## src/rtl/uart_pkg.sv

```systemverilog
// Shared definitions for the UART receive path: controller state encoding and
// the oversampling ratios the receiver supports.
package uart_pkg;

    typedef enum logic [2:0] {
        StIdle,
        StStart,
        StData,
        StParity,
        StStop
    } rx_state_e;

    localparam int unsigned PrescaleX8  = 8;
    localparam int unsigned PrescaleX16 = 16;
    localparam int unsigned PrescaleX32 = 32;

endpackage

```

## src/rtl/uart_rx_ctrl_if.sv

```systemverilog
// Signal bundle between the RX pin/datapath and the UART receive frame sequencer.
interface uart_rx_ctrl_if #(
    parameter int unsigned PW = 6
);
    logic          RX_IN;
    logic [PW-1:0] Prescale;
    logic          PAR_EN;
    logic          strt_glitch;
    logic          par_err;
    logic          stp_err;
    logic          samp_en;
    logic [PW-1:0] edge_cnt;
    logic          deser_en;
    logic          deser_done;
    logic          strt_chk_en;
    logic          par_chk_en;
    logic          stp_chk_en;
    logic          flags_done;
    logic          data_valid;

    modport master (
        output RX_IN, Prescale, PAR_EN, strt_glitch, par_err, stp_err,
        input  samp_en, edge_cnt, deser_en, deser_done, strt_chk_en, par_chk_en,
               stp_chk_en, flags_done, data_valid
    );

    modport slave (
        input  RX_IN, Prescale, PAR_EN, strt_glitch, par_err, stp_err,
        output samp_en, edge_cnt, deser_en, deser_done, strt_chk_en, par_chk_en,
               stp_chk_en, flags_done, data_valid
    );
endinterface

```

## src/rtl/uart_rx_edge_bit_counter.sv

```systemverilog
// Oversampled-edge counter and data-bit counter for the UART receive sequencer.
module uart_rx_edge_bit_counter #(
    parameter int unsigned Prescale_Width = 6,
    parameter int unsigned Bit_Width      = 4
) (
    input  logic                      clk_i,
    input  logic                      rst_i,
    input  logic                      clr_i,
    input  logic                      restart_i,
    input  logic                      wrap_i,
    input  logic                      en_i,
    input  logic                      bit_clr_i,
    input  logic                      bit_inc_i,
    output logic [Prescale_Width-1:0] edge_cnt_o,
    output logic [Bit_Width-1:0]      bit_cnt_o
);
    logic [Prescale_Width-1:0] edge_cnt_q, edge_cnt_d;
    logic [Bit_Width-1:0]      bit_cnt_q, bit_cnt_d;

    // The cycle that detects a start edge is edge 0, so a new frame resumes at 1.
    always_comb begin
        edge_cnt_d = edge_cnt_q;
        if (clr_i) begin
            edge_cnt_d = '0;
        end else if (restart_i) begin
            edge_cnt_d = Prescale_Width'(1);
        end else if (wrap_i) begin
            edge_cnt_d = '0;
        end else if (en_i) begin
            edge_cnt_d = edge_cnt_q + Prescale_Width'(1);
        end

        bit_cnt_d = bit_cnt_q;
        if (bit_clr_i) begin
            bit_cnt_d = '0;
        end else if (bit_inc_i) begin
            bit_cnt_d = bit_cnt_q + Bit_Width'(1);
        end
    end

    always_ff @(posedge clk_i or posedge rst_i) begin
        if (rst_i) begin
            edge_cnt_q <= '0;
            bit_cnt_q  <= '0;
        end else begin
            edge_cnt_q <= edge_cnt_d;
            bit_cnt_q  <= bit_cnt_d;
        end
    end

    assign edge_cnt_o = edge_cnt_q;
    assign bit_cnt_o  = bit_cnt_q;
endmodule

```

## src/rtl/uart_rx_ctrl.sv

```systemverilog
// UART receive frame sequencer: detects the start edge, tracks edge/bit position
// and pulses the sampler, checker and deserializer enables.
module uart_rx_ctrl
    import uart_pkg::*;
#(
    parameter int unsigned Data_Width     = 8,
    parameter int unsigned Prescale_Width = 6
) (
    input logic           CLK,
    input logic           RST,
    uart_rx_ctrl_if.slave bus
);
    localparam int unsigned BW = $clog2(Data_Width + 1);
    typedef logic [Prescale_Width-1:0] edge_t;

    rx_state_e state_q, state_d;
    edge_t     p_q, p_d;
    logic      par_en_q, par_en_d;
    logic      par_err_l_q, par_err_l_d;
    logic      stp_err_l_q, stp_err_l_d;

    edge_t          edge_cnt, sp, p_last;
    logic [BW-1:0]  bit_cnt;
    logic           at_sp, at_sp1, at_last, last_bit, stp_err_now, frame_start;
    logic           cnt_clr, cnt_restart, cnt_wrap, cnt_en, bit_clr, bit_inc;
    logic           samp_en, deser_en, deser_done, strt_chk_en, par_chk_en, stp_chk_en;
    logic           flags_done, data_valid;

    assign sp       = (p_q >> 1) + edge_t'(2);
    assign p_last   = p_q - edge_t'(1);
    assign at_sp    = (edge_cnt == sp);
    assign at_sp1   = (edge_cnt == sp + edge_t'(1));
    assign at_last  = (edge_cnt == p_last);
    assign last_bit = (bit_cnt == BW'(Data_Width - 1));
    // With P=8 the stop result arrives on the final edge, so bypass the latch.
    assign stp_err_now = stp_err_l_q | (at_sp1 & bus.stp_err);

    always_comb begin
        state_d     = state_q;
        p_d         = p_q;
        par_en_d    = par_en_q;
        par_err_l_d = par_err_l_q;
        stp_err_l_d = stp_err_l_q;
        frame_start = 1'b0;
        cnt_clr     = 1'b0;
        cnt_restart = 1'b0;
        cnt_wrap    = 1'b0;
        cnt_en      = 1'b0;
        bit_clr     = 1'b0;
        bit_inc     = 1'b0;
        samp_en     = 1'b0;
        deser_en    = 1'b0;
        deser_done  = 1'b0;
        strt_chk_en = 1'b0;
        par_chk_en  = 1'b0;
        stp_chk_en  = 1'b0;
        flags_done  = 1'b0;
        data_valid  = 1'b0;

        unique case (state_q)
            StIdle: begin
                bit_clr = 1'b1;
                if (!bus.RX_IN) begin
                    state_d     = StStart;
                    frame_start = 1'b1;
                    cnt_restart = 1'b1;
                end else begin
                    cnt_clr = 1'b1;
                end
            end
            StStart: begin
                samp_en     = 1'b1;
                cnt_en      = 1'b1;
                strt_chk_en = at_sp;
                if (at_sp1 && bus.strt_glitch) begin
                    state_d = StIdle;
                    cnt_clr = 1'b1;
                end else if (at_last) begin
                    state_d  = StData;
                    cnt_wrap = 1'b1;
                end
            end
            StData: begin
                samp_en    = 1'b1;
                cnt_en     = 1'b1;
                deser_en   = at_sp;
                deser_done = at_sp1 && last_bit;
                if (at_last) begin
                    cnt_wrap = 1'b1;
                    if (last_bit) begin
                        bit_clr = 1'b1;
                        state_d = par_en_q ? StParity : StStop;
                    end else begin
                        bit_inc = 1'b1;
                    end
                end
            end
            StParity: begin
                samp_en    = 1'b1;
                cnt_en     = 1'b1;
                par_chk_en = at_sp;
                if (at_sp1) par_err_l_d = bus.par_err;
                if (at_last) begin
                    cnt_wrap = 1'b1;
                    state_d  = StStop;
                end
            end
            StStop: begin
                samp_en    = 1'b1;
                cnt_en     = 1'b1;
                stp_chk_en = at_sp;
                if (at_sp1) stp_err_l_d = bus.stp_err;
                if (at_last) begin
                    flags_done  = 1'b1;
                    data_valid  = ~par_err_l_q & ~stp_err_now;
                    par_err_l_d = 1'b0;
                    stp_err_l_d = 1'b0;
                    if (!bus.RX_IN) begin
                        state_d     = StStart;
                        frame_start = 1'b1;
                        cnt_restart = 1'b1;
                    end else begin
                        state_d = StIdle;
                        cnt_clr = 1'b1;
                    end
                end
            end
            default: begin
                state_d = StIdle;
                cnt_clr = 1'b1;
            end
        endcase

        if (frame_start) begin
            p_d      = bus.Prescale;
            par_en_d = bus.PAR_EN;
        end
    end

    always_ff @(posedge CLK or posedge RST) begin
        if (RST) begin
            state_q     <= StIdle;
            p_q         <= '0;
            par_en_q    <= 1'b0;
            par_err_l_q <= 1'b0;
            stp_err_l_q <= 1'b0;
        end else begin
            state_q     <= state_d;
            p_q         <= p_d;
            par_en_q    <= par_en_d;
            par_err_l_q <= par_err_l_d;
            stp_err_l_q <= stp_err_l_d;
        end
    end

    uart_rx_edge_bit_counter #(
        .Prescale_Width(Prescale_Width),
        .Bit_Width     (BW)
    ) u_counter (
        .clk_i     (CLK),
        .rst_i     (RST),
        .clr_i     (cnt_clr),
        .restart_i (cnt_restart),
        .wrap_i    (cnt_wrap),
        .en_i      (cnt_en),
        .bit_clr_i (bit_clr),
        .bit_inc_i (bit_inc),
        .edge_cnt_o(edge_cnt),
        .bit_cnt_o (bit_cnt)
    );

    assign bus.samp_en     = samp_en;
    assign bus.edge_cnt    = edge_cnt;
    assign bus.deser_en    = deser_en;
    assign bus.deser_done  = deser_done;
    assign bus.strt_chk_en = strt_chk_en;
    assign bus.par_chk_en  = par_chk_en;
    assign bus.stp_chk_en  = stp_chk_en;
    assign bus.flags_done  = flags_done;
    assign bus.data_valid  = data_valid;
endmodule

```

## src/flat_wrapper.sv

```systemverilog
// flat-port wrapper written by rule: the top's interface ports become plain ports
module uart_rx_ctrl_flat import uart_pkg::*;
#(
    parameter int unsigned Data_Width     = 8,
    parameter int unsigned Prescale_Width = 6
)
  (CLK, RST, bus_RX_IN, bus_Prescale, bus_PAR_EN, bus_strt_glitch, bus_par_err, bus_stp_err, bus_samp_en, bus_edge_cnt, bus_deser_en, bus_deser_done, bus_strt_chk_en, bus_par_chk_en, bus_stp_chk_en, bus_flags_done, bus_data_valid);
  uart_rx_ctrl_if #(.PW((6))) bus_i ();
  input logic CLK;
  input logic RST;
  input wire logic [$bits(bus_i.RX_IN)-1:0] bus_RX_IN;
  input wire logic [$bits(bus_i.Prescale)-1:0] bus_Prescale;
  input wire logic [$bits(bus_i.PAR_EN)-1:0] bus_PAR_EN;
  input wire logic [$bits(bus_i.strt_glitch)-1:0] bus_strt_glitch;
  input wire logic [$bits(bus_i.par_err)-1:0] bus_par_err;
  input wire logic [$bits(bus_i.stp_err)-1:0] bus_stp_err;
  output wire logic [$bits(bus_i.samp_en)-1:0] bus_samp_en;
  output wire logic [$bits(bus_i.edge_cnt)-1:0] bus_edge_cnt;
  output wire logic [$bits(bus_i.deser_en)-1:0] bus_deser_en;
  output wire logic [$bits(bus_i.deser_done)-1:0] bus_deser_done;
  output wire logic [$bits(bus_i.strt_chk_en)-1:0] bus_strt_chk_en;
  output wire logic [$bits(bus_i.par_chk_en)-1:0] bus_par_chk_en;
  output wire logic [$bits(bus_i.stp_chk_en)-1:0] bus_stp_chk_en;
  output wire logic [$bits(bus_i.flags_done)-1:0] bus_flags_done;
  output wire logic [$bits(bus_i.data_valid)-1:0] bus_data_valid;
  assign bus_i.RX_IN = bus_RX_IN;
  assign bus_i.Prescale = bus_Prescale;
  assign bus_i.PAR_EN = bus_PAR_EN;
  assign bus_i.strt_glitch = bus_strt_glitch;
  assign bus_i.par_err = bus_par_err;
  assign bus_i.stp_err = bus_stp_err;
  assign bus_samp_en = bus_i.samp_en;
  assign bus_edge_cnt = bus_i.edge_cnt;
  assign bus_deser_en = bus_i.deser_en;
  assign bus_deser_done = bus_i.deser_done;
  assign bus_strt_chk_en = bus_i.strt_chk_en;
  assign bus_par_chk_en = bus_i.par_chk_en;
  assign bus_stp_chk_en = bus_i.stp_chk_en;
  assign bus_flags_done = bus_i.flags_done;
  assign bus_data_valid = bus_i.data_valid;
  uart_rx_ctrl #(.Data_Width(Data_Width), .Prescale_Width(Prescale_Width)) u_core (.CLK(CLK), .RST(RST), .bus(bus_i));
endmodule
```

## config.mk

```make
export PLATFORM = sky130hd
export DESIGN_NAME = uart_rx_ctrl_flat
export DESIGN_NICKNAME = d
export VERILOG_FILES = /design/src/rtl/uart_pkg.sv /design/src/rtl/uart_rx_ctrl_if.sv /design/src/rtl/uart_rx_edge_bit_counter.sv /design/src/rtl/uart_rx_ctrl.sv /design/src/flat_wrapper.sv
export SDC_FILE = /design/constraint.sdc
export NUM_CORES = 1
export LEC_CHECK = 0
export CORE_AREA = 2 2 63 65
export DETAILED_ROUTE_END_ITERATION = 16
export DIE_AREA = 0 0 65 67
export PLACE_DENSITY_LB_ADDON = 0.1
export SLEW_MARGIN = 15
export SYNTH_ARGS = -nofsm -noshare
export SYNTH_HDL_FRONTEND = slang
export SYNTH_SLANG_ARGS = --single-unit
```

## constraint.sdc

```tcl
create_clock -name CLK -period 4.03 [get_ports CLK]
set_clock_uncertainty 0.15 [all_clocks]
set_input_delay 0.6045 -clock CLK [delete_from_list [all_inputs] [get_ports CLK]]
set_output_delay 0.6045 -clock CLK [all_outputs]
set_load 0.1 [all_outputs]
```

# Word level (Yosys, flattened, before mapping)
# Cells that the tools add are included.
[word_totals]
out_inout_bits = 14
word_cells = 90
reg_bits = 22
input_bits = 13
[op_classes]
n_bitwise = 5
reduce_logical = 12
n_eq_ne = 15
mux = 46
add_sub_neg = 5
[ops]
columns = ["cell", "n"]
rows = [
  ["1-bit two-way mux", 26],
  ["3-bit two-way mux", 8],
  ["6-bit two-way mux", 4],
  ["6-bit == test", 3],
  ["3-bit one-hot mux with 5 select lines", 1],
  ["6-bit by 1-bit adder with 6-bit output, second input constant", 2],
  ["2-bit by 1-bit inequality test with 1-bit output, second input constant", 5],
  ["4-bit two-way mux", 2],
  ["1-bit one-hot mux with 2 select lines", 4],
  ["5-bit by 2-bit adder with 6-bit output, second input constant", 1],
  ["3-bit by 2-bit == test with 1-bit output, second input constant", 2],
  ["6-bit AND reduction", 1],
  ["2-bit nonzero test", 3],
  ["6-bit by 1-bit subtractor with 6-bit output, second input constant", 1],
  ["4-bit by 1-bit adder with 4-bit output, second input constant", 1],
  ["4-bit by 3-bit == test with 1-bit output, second input constant", 1],
  ["1-bit one-hot mux with 4 select lines", 1],
  ["4-bit nonzero test", 1],
  ["4-bit OR reduction", 1],
  ["3-bit by 1-bit == test with 1-bit output, second input constant", 1],
  ["3-bit == test, second input constant", 1],
  ["3-bit logical NOT", 1],
  ["3-bit by 1-bit inequality test with 1-bit output, second input constant", 1],
  ["3-bit AND reduction", 1],
  ["other kinds (7)", 10],
]

# Longest topological paths before layout
# Gate-level depths: netlist (run 1).
[depth]
word_depth = 9
ltp_mapped = 10
depth_no_buf = 8

# Hierarchy
# A second synthesis (run 1) with hierarchy kept.
[unflattened]
cells_unflattened = 175
area_unflattened_um2 = 1662.8
[modules_own_cells]
columns = ["module", "instances", "cells_per_inst", "area_each_um2", "seq_area_each_um2"]
rows = [
  ["uart_rx_ctrl", 1, 132, 1201.2, 300.3],
  ["uart_rx_edge_bit_counter", 1, 43, 461.7, 250.2],
]

# Worst setup path before layout (run 1)
# Ideal clock, no wire load.
[synth_path]
path_type = "register -> output"
from = "reg u_core.u_counter.edge_cnt_q[2], in the netlist u_core.u_counter.edge_cnt_o[2]"
to = "out bus_data_valid"
t_arrival_ns = 6.589
n_path_buf = 2
stages_incl_launch_ff = 9
setup_slack_ns = -3.314
required_ns = 3.276
cell_sequence = "dfrtp_1 clkbuf_1 xnor2_1 xnor2_1 nor4_4 nand2_2 clkbuf_1 nor2_1 nor4b_1"
[synth_via]
elab_chain_cells = 7
word_cells_on_any_way = 8
cone_classes = "eq/ne: 2; mux: 2; bitwise: 4"
[synth_rtl]
columns = ["item", "line", "text"]
rows = [
  ["start, declared", "uart_rx_edge_bit_counter.sv:17", "logic [Prescale_Width-1:0] edge_cnt_q, edge_cnt_d;"],
  ["start signal, assigned", "uart_rx_edge_bit_counter.sv:46", "edge_cnt_q <= edge_cnt_d;"],
  ["6-bit == test", "uart_rx_ctrl.sv:32", "assign at_sp1 = (edge_cnt == sp + edge_t'(1));"],
  ["1-bit AND", "uart_rx_ctrl.sv:36", "assign stp_err_now = stp_err_l_q | (at_sp1 & bus.stp_err);"],
  ["1-bit OR", "uart_rx_ctrl.sv:36", ""],
  ["1-bit NOT", "uart_rx_ctrl.sv:115", "data_valid = ~par_err_l_q & ~stp_err_now;"],
  ["1-bit AND", "uart_rx_ctrl.sv:115", ""],
  ["1-bit two-way mux *", "uart_rx_ctrl.sv:113", "if (at_last) begin"],
  ["1-bit two-way mux *", "uart_rx_ctrl.sv:60", "unique case (state_q)"],
  ["end, declared", "flat_wrapper.sv:25", "output wire logic [$bits(bus_i.data_valid)-1:0] bus_data_valid;"],
]
# Mark *: on every way between the ends. The rest lies on a longest branch, timed or not.

# Final worst setup path (run 1)
[layout_path]
from = "reg u_core.p_q[3]"
to = "out bus_data_valid"
[layout_via]
elab_chain_cells = 9
word_cells_on_any_way = 11
cone_classes = "add/sub: 3; eq/ne: 2; mux: 2; bitwise: 4"
[layout_rtl]
columns = ["item", "line", "text"]
rows = [
  ["start, declared", "uart_rx_ctrl.sv:17", "edge_t p_q, p_d;"],
  ["start signal, assigned", "uart_rx_ctrl.sv:149", "p_q <= p_d;"],
  ["5-bit by 2-bit adder with 6-bit output", "uart_rx_ctrl.sv:29", "assign sp = (p_q >> 1) + edge_t'(2);"],
  ["6-bit by 1-bit adder with 6-bit output", "uart_rx_ctrl.sv:32", ""],
  ["6-bit == test", "uart_rx_ctrl.sv:32", ""],
  ["1-bit AND", "uart_rx_ctrl.sv:36", ""],
  ["1-bit OR", "uart_rx_ctrl.sv:36", ""],
  ["1-bit NOT", "uart_rx_ctrl.sv:115", ""],
  ["1-bit AND", "uart_rx_ctrl.sv:115", ""],
  ["1-bit two-way mux *", "uart_rx_ctrl.sv:113", ""],
  ["1-bit two-way mux *", "uart_rx_ctrl.sv:60", ""],
]
# Marks and branches as above.

==> flow_metrics.env, run 1 <==
export IMPL_synthMuxAreaShare=0.0603
export IMPL_fp_row_count=22
export IMPL_detailed_place_hpwl_mm=3.01
export IMPL_crit_path_max_fanout=9
export IMPL_crit_type="reg2out"
export IMPL_ys_seq_elements=22
export IMPL_final_cells=256
export IMPL_dpl_cell_area_mm2=0.00208
export IMPL_setup_viol=0
export IMPL_avgSynthCellArea_um2=9.28
export IMPL_synth_edff_count=0
export IMPL_crit_arrival_ns=2.89
export IMPL_gp_congestion=0.949
export IMPL_clkSlewWorstSetupHoldPaths_ns=0.08
export IMPL_ys_seq_area_frac=0.316
export IMPL_area_growth_pct=22.2
export IMPL_wire_per_inst_um=15.6
export IMPL_ys_types=49
export IMPL_holdPathEnd="u_core.u_counter.bit_cnt_o[3]$_DFFE_PP0P_"
export IMPL_cts_setup_buffers=0
export IMPL_yosys_warnings=0
export IMPL_ir_drop_mv=0.286
export IMPL_cp_required_ns=3.28
export IMPL_diodes=0
export IMPL_drcViolationCount=0
export IMPL_hp_class="reg2reg"
export IMPL_detail_route_antenna_nets=0
export IMPL_p_leak_nw=0.851
export IMPL_syn_inst=188
export IMPL_critPathCaptureType="primary output"
export IMPL_grt_start_max_net_pins=23
export IMPL_fp_dieW_um=65
export IMPL_synth_adder_area_share=0.0646
export IMPL_dr_pass1_iters=4
export IMPL_cts_resized_gates=0
export IMPL_cts_sinks=22
export IMPL_die_h_um=67
export IMPL_start_util=0.484
export IMPL_mostFrequentLayoutCells="clkdlybuf4s50_1 (18), nor2_1 (16), dfrtp_1 (16)"
export IMPL_track_usage=0.210
export IMPL_cts_tree="done"
export IMPL_core_area_mm2=0.00361
export IMPL_grt_pass1_wl_mm=7.13
export IMPL_drv_cap=0
export IMPL_via_count=1462
export IMPL_htree_num_levels=1
export IMPL_p_per_area_mw_per_mm2=834
export IMPL_wl_mm=3.99
export IMPL_clockRootBuffer="clkbuf_8"
export IMPL_final_common_cell="clkdlybuf4s50_1"
export IMPL_fill_cells=322
export IMPL_cts_buffers=3
export IMPL_dp_cells=252
export IMPL_fin_nets=231
export IMPL_die_area_mm2=0.00436
export IMPL_synthesis_area_mm2=0.00174
export IMPL_fmax_mhz=275
export IMPL_synth_simple_area_share=0.204
export IMPL_synth_compound_area_frac=0.172
export IMPL_min_period_over_period=0.904
export IMPL_antenna_found_initial=0
export IMPL_drive_gt1_frac=0.197
export IMPL_io_pins=27
export IMPL_tightest_slew_ns=0.966
export IMPL_cts_buffer_depth=2
export IMPL_cts_hold_fix_buffers=0
export IMPL_synth_flop_cell="dfrtp_1"
export IMPL_fin_setup_tns_ns=0
export IMPL_hold_depth=2
export IMPL_finalCriticalPeriod_ns=3.64
export IMPL_reg2regPathDepth=8
export IMPL_rsz0062_at_grt="no"
export IMPL_hold_viol=0
export IMPL_final_max_slew_viol_count=0
export IMPL_r2r_end="u_core.p_q[1]$_DFFE_PP0P_"
export IMPL_grt_pass1_vias=1509
export IMPL_async_flop_share=1.00
export IMPL_rrSetupSlack_ns=0.97
export IMPL_reg2reg_from="u_core.p_q[2]$_DFFE_PP0P_"
export IMPL_io_buffers=26
export IMPL_min_delay_start="u_core.u_counter.bit_cnt_o[3]$_DFFE_PP0P_"
export IMPL_status="finished clean"
export IMPL_avgViaCountPerCell=5.71
export IMPL_clock_latency_ns=0.26
export IMPL_drt_iter0_markers=71
export IMPL_gr_total_overflow=0
export IMPL_synth_top_family_by_area="simple AND/OR/NAND/NOR gates"
export IMPL_relSlewSlack=0.354
export IMPL_synthXorXnorAreaFrac=0.128
export IMPL_total_power_mw=1.78
export IMPL_start_kind="flop"
export IMPL_design_area_mm2=0.00213
export IMPL_syn_nets=210
-- logic make-up (layout without fill, tap and decap cells) --
group,after synthesis,count (layout)
compound gates,43,43
xor+xnor,24,24
fa+ha+maj,9,9
buf+inv,23,43
flops,22,22
mux,7,7
simple gates,60,60
-- critical path, stage by stage (launching register included) --
cell	delay (ns)
dfrtp_1	0.53
ha_1	0.28
xnor3_1	0.28
or4b_1	0.51
a21oi_1	0.22
o211ai_1	0.13
buf_4	0.20
nor2_1	0.21
nor4b_4	0.08
buf_12	0.17
-- layout make-up --
cell class | instances | area, um^2 | area share
multi-input combinational | 143 | 1140 | 0.534
tap | 48 | 60.1 | 0.0282
inverter | 12 | 45.0 | 0.0211
timing repair buffer | 27 | 273 | 0.128
clock buffer | 4 | 55.1 | 0.0258
sequential | 22 | 561 | 0.263
-- worst max path at each step --
stage,start,to,slack [ns],cells after the start
2_1_floorplan,u_core.u_counter.edge_cnt_o[2]$_DFFE_PP0P_,bus_data_valid,-0.12,8
3_3_place_gp,u_core.p_q[3]$_DFFE_PP0P_,bus_data_valid,0.73,9
3_5_place_dp,u_core.p_q[3]$_DFFE_PP0P_,bus_data_valid,0.70,9
4_1_cts,u_core.p_q[2]$_DFFE_PP0P_,bus_data_valid,0.39,10
5_1_grt,u_core.p_q[3]$_DFFE_PP0P_,bus_data_valid,0.23,9
6_report,u_core.p_q[3]$_DFFE_PP0P_,bus_data_valid,0.39,9
-- flip-flops by register name, summed over array words and instances, names as in the netlist --
signal	cells
u_core.p_q	6
u_core.par_en_q	1
u_core.par_err_l_q	1
u_core.state_q	3
u_core.stp_err_l_q	1
u_core.u_counter.bit_cnt_o	4
u_core.u_counter.edge_cnt_o	6
-- per-layer routing --
layer | track usage | vias up | wire (um) | share of wire
met5 | 0 | - | 0 | 0
met1 | 0.284 | 710 | 1790 | 0.45
met2 | 0.345 | 30 | 1960 | 0.49
met4 | 0.0824 | 0 | 95 | 0.024
li1 | - | 713 | - | -
met3 | 0.0220 | 9 | 144 | 0.036
-- synth_stat cells, types with 2 or more instances --
cell type,count,share of area
xor2_1,8,0.040
nor2_1,17,0.037
mux2_4,7,0.060
ha_1,9,0.065
nor4_1,4,0.014
nand2_1,5,0.011
or2_2,2,0.0072
or4b_1,2,0.011
o21ai_0,8,0.023
xnor2_1,15,0.075
and3_1,3,0.011
o31ai_1,3,0.013
a211oi_1,5,0.022
nor4b_1,2,0.010
o211ai_1,3,0.013
nand4_1,3,0.011
nand2b_1,2,0.0072
a21oi_1,11,0.032
dfrtp_1,22,0.32
inv_1,12,0.026
o221a_2,2,0.013
clkbuf_1,9,0.019
nand3_1,7,0.020
nor3_1,2,0.0057
-- power breakdown --
group          leakage (nW)  switching [mW]  internal (mW)  total (mW)
combinational         0.552           0.679          0.456        1.14
clock                0.0288          0.0705         0.0871       0.158
sequential            0.270           0.183          0.303       0.485
total                 0.851           0.933          0.846        1.78
-- stage by stage --
| step | hold WS [ns] | utilization | setup WS [ns] |
|---|---|---|---|
| after floorplan | 0.367 | - | -0.117 |
| after global routing | 0.428 | 0.591 | 0.230 |
| after detailed placement | 0.391 | 0.576 | 0.702 |
| final | 0.401 | 0.591 | 0.389 |
| after CTS | 0.403 | 0.591 | 0.386 |
| after global placement | 0.407 | 0.576 | 0.732 |
Note: power is estimated with default switching activity, not from simulation.
==> inputs of run 2 (changes only) <==
- CAP_MARGIN: default -> 20
==> results of run 2 <==
Same layout as run 1: the final DEF is identical, and so are final timing and power.
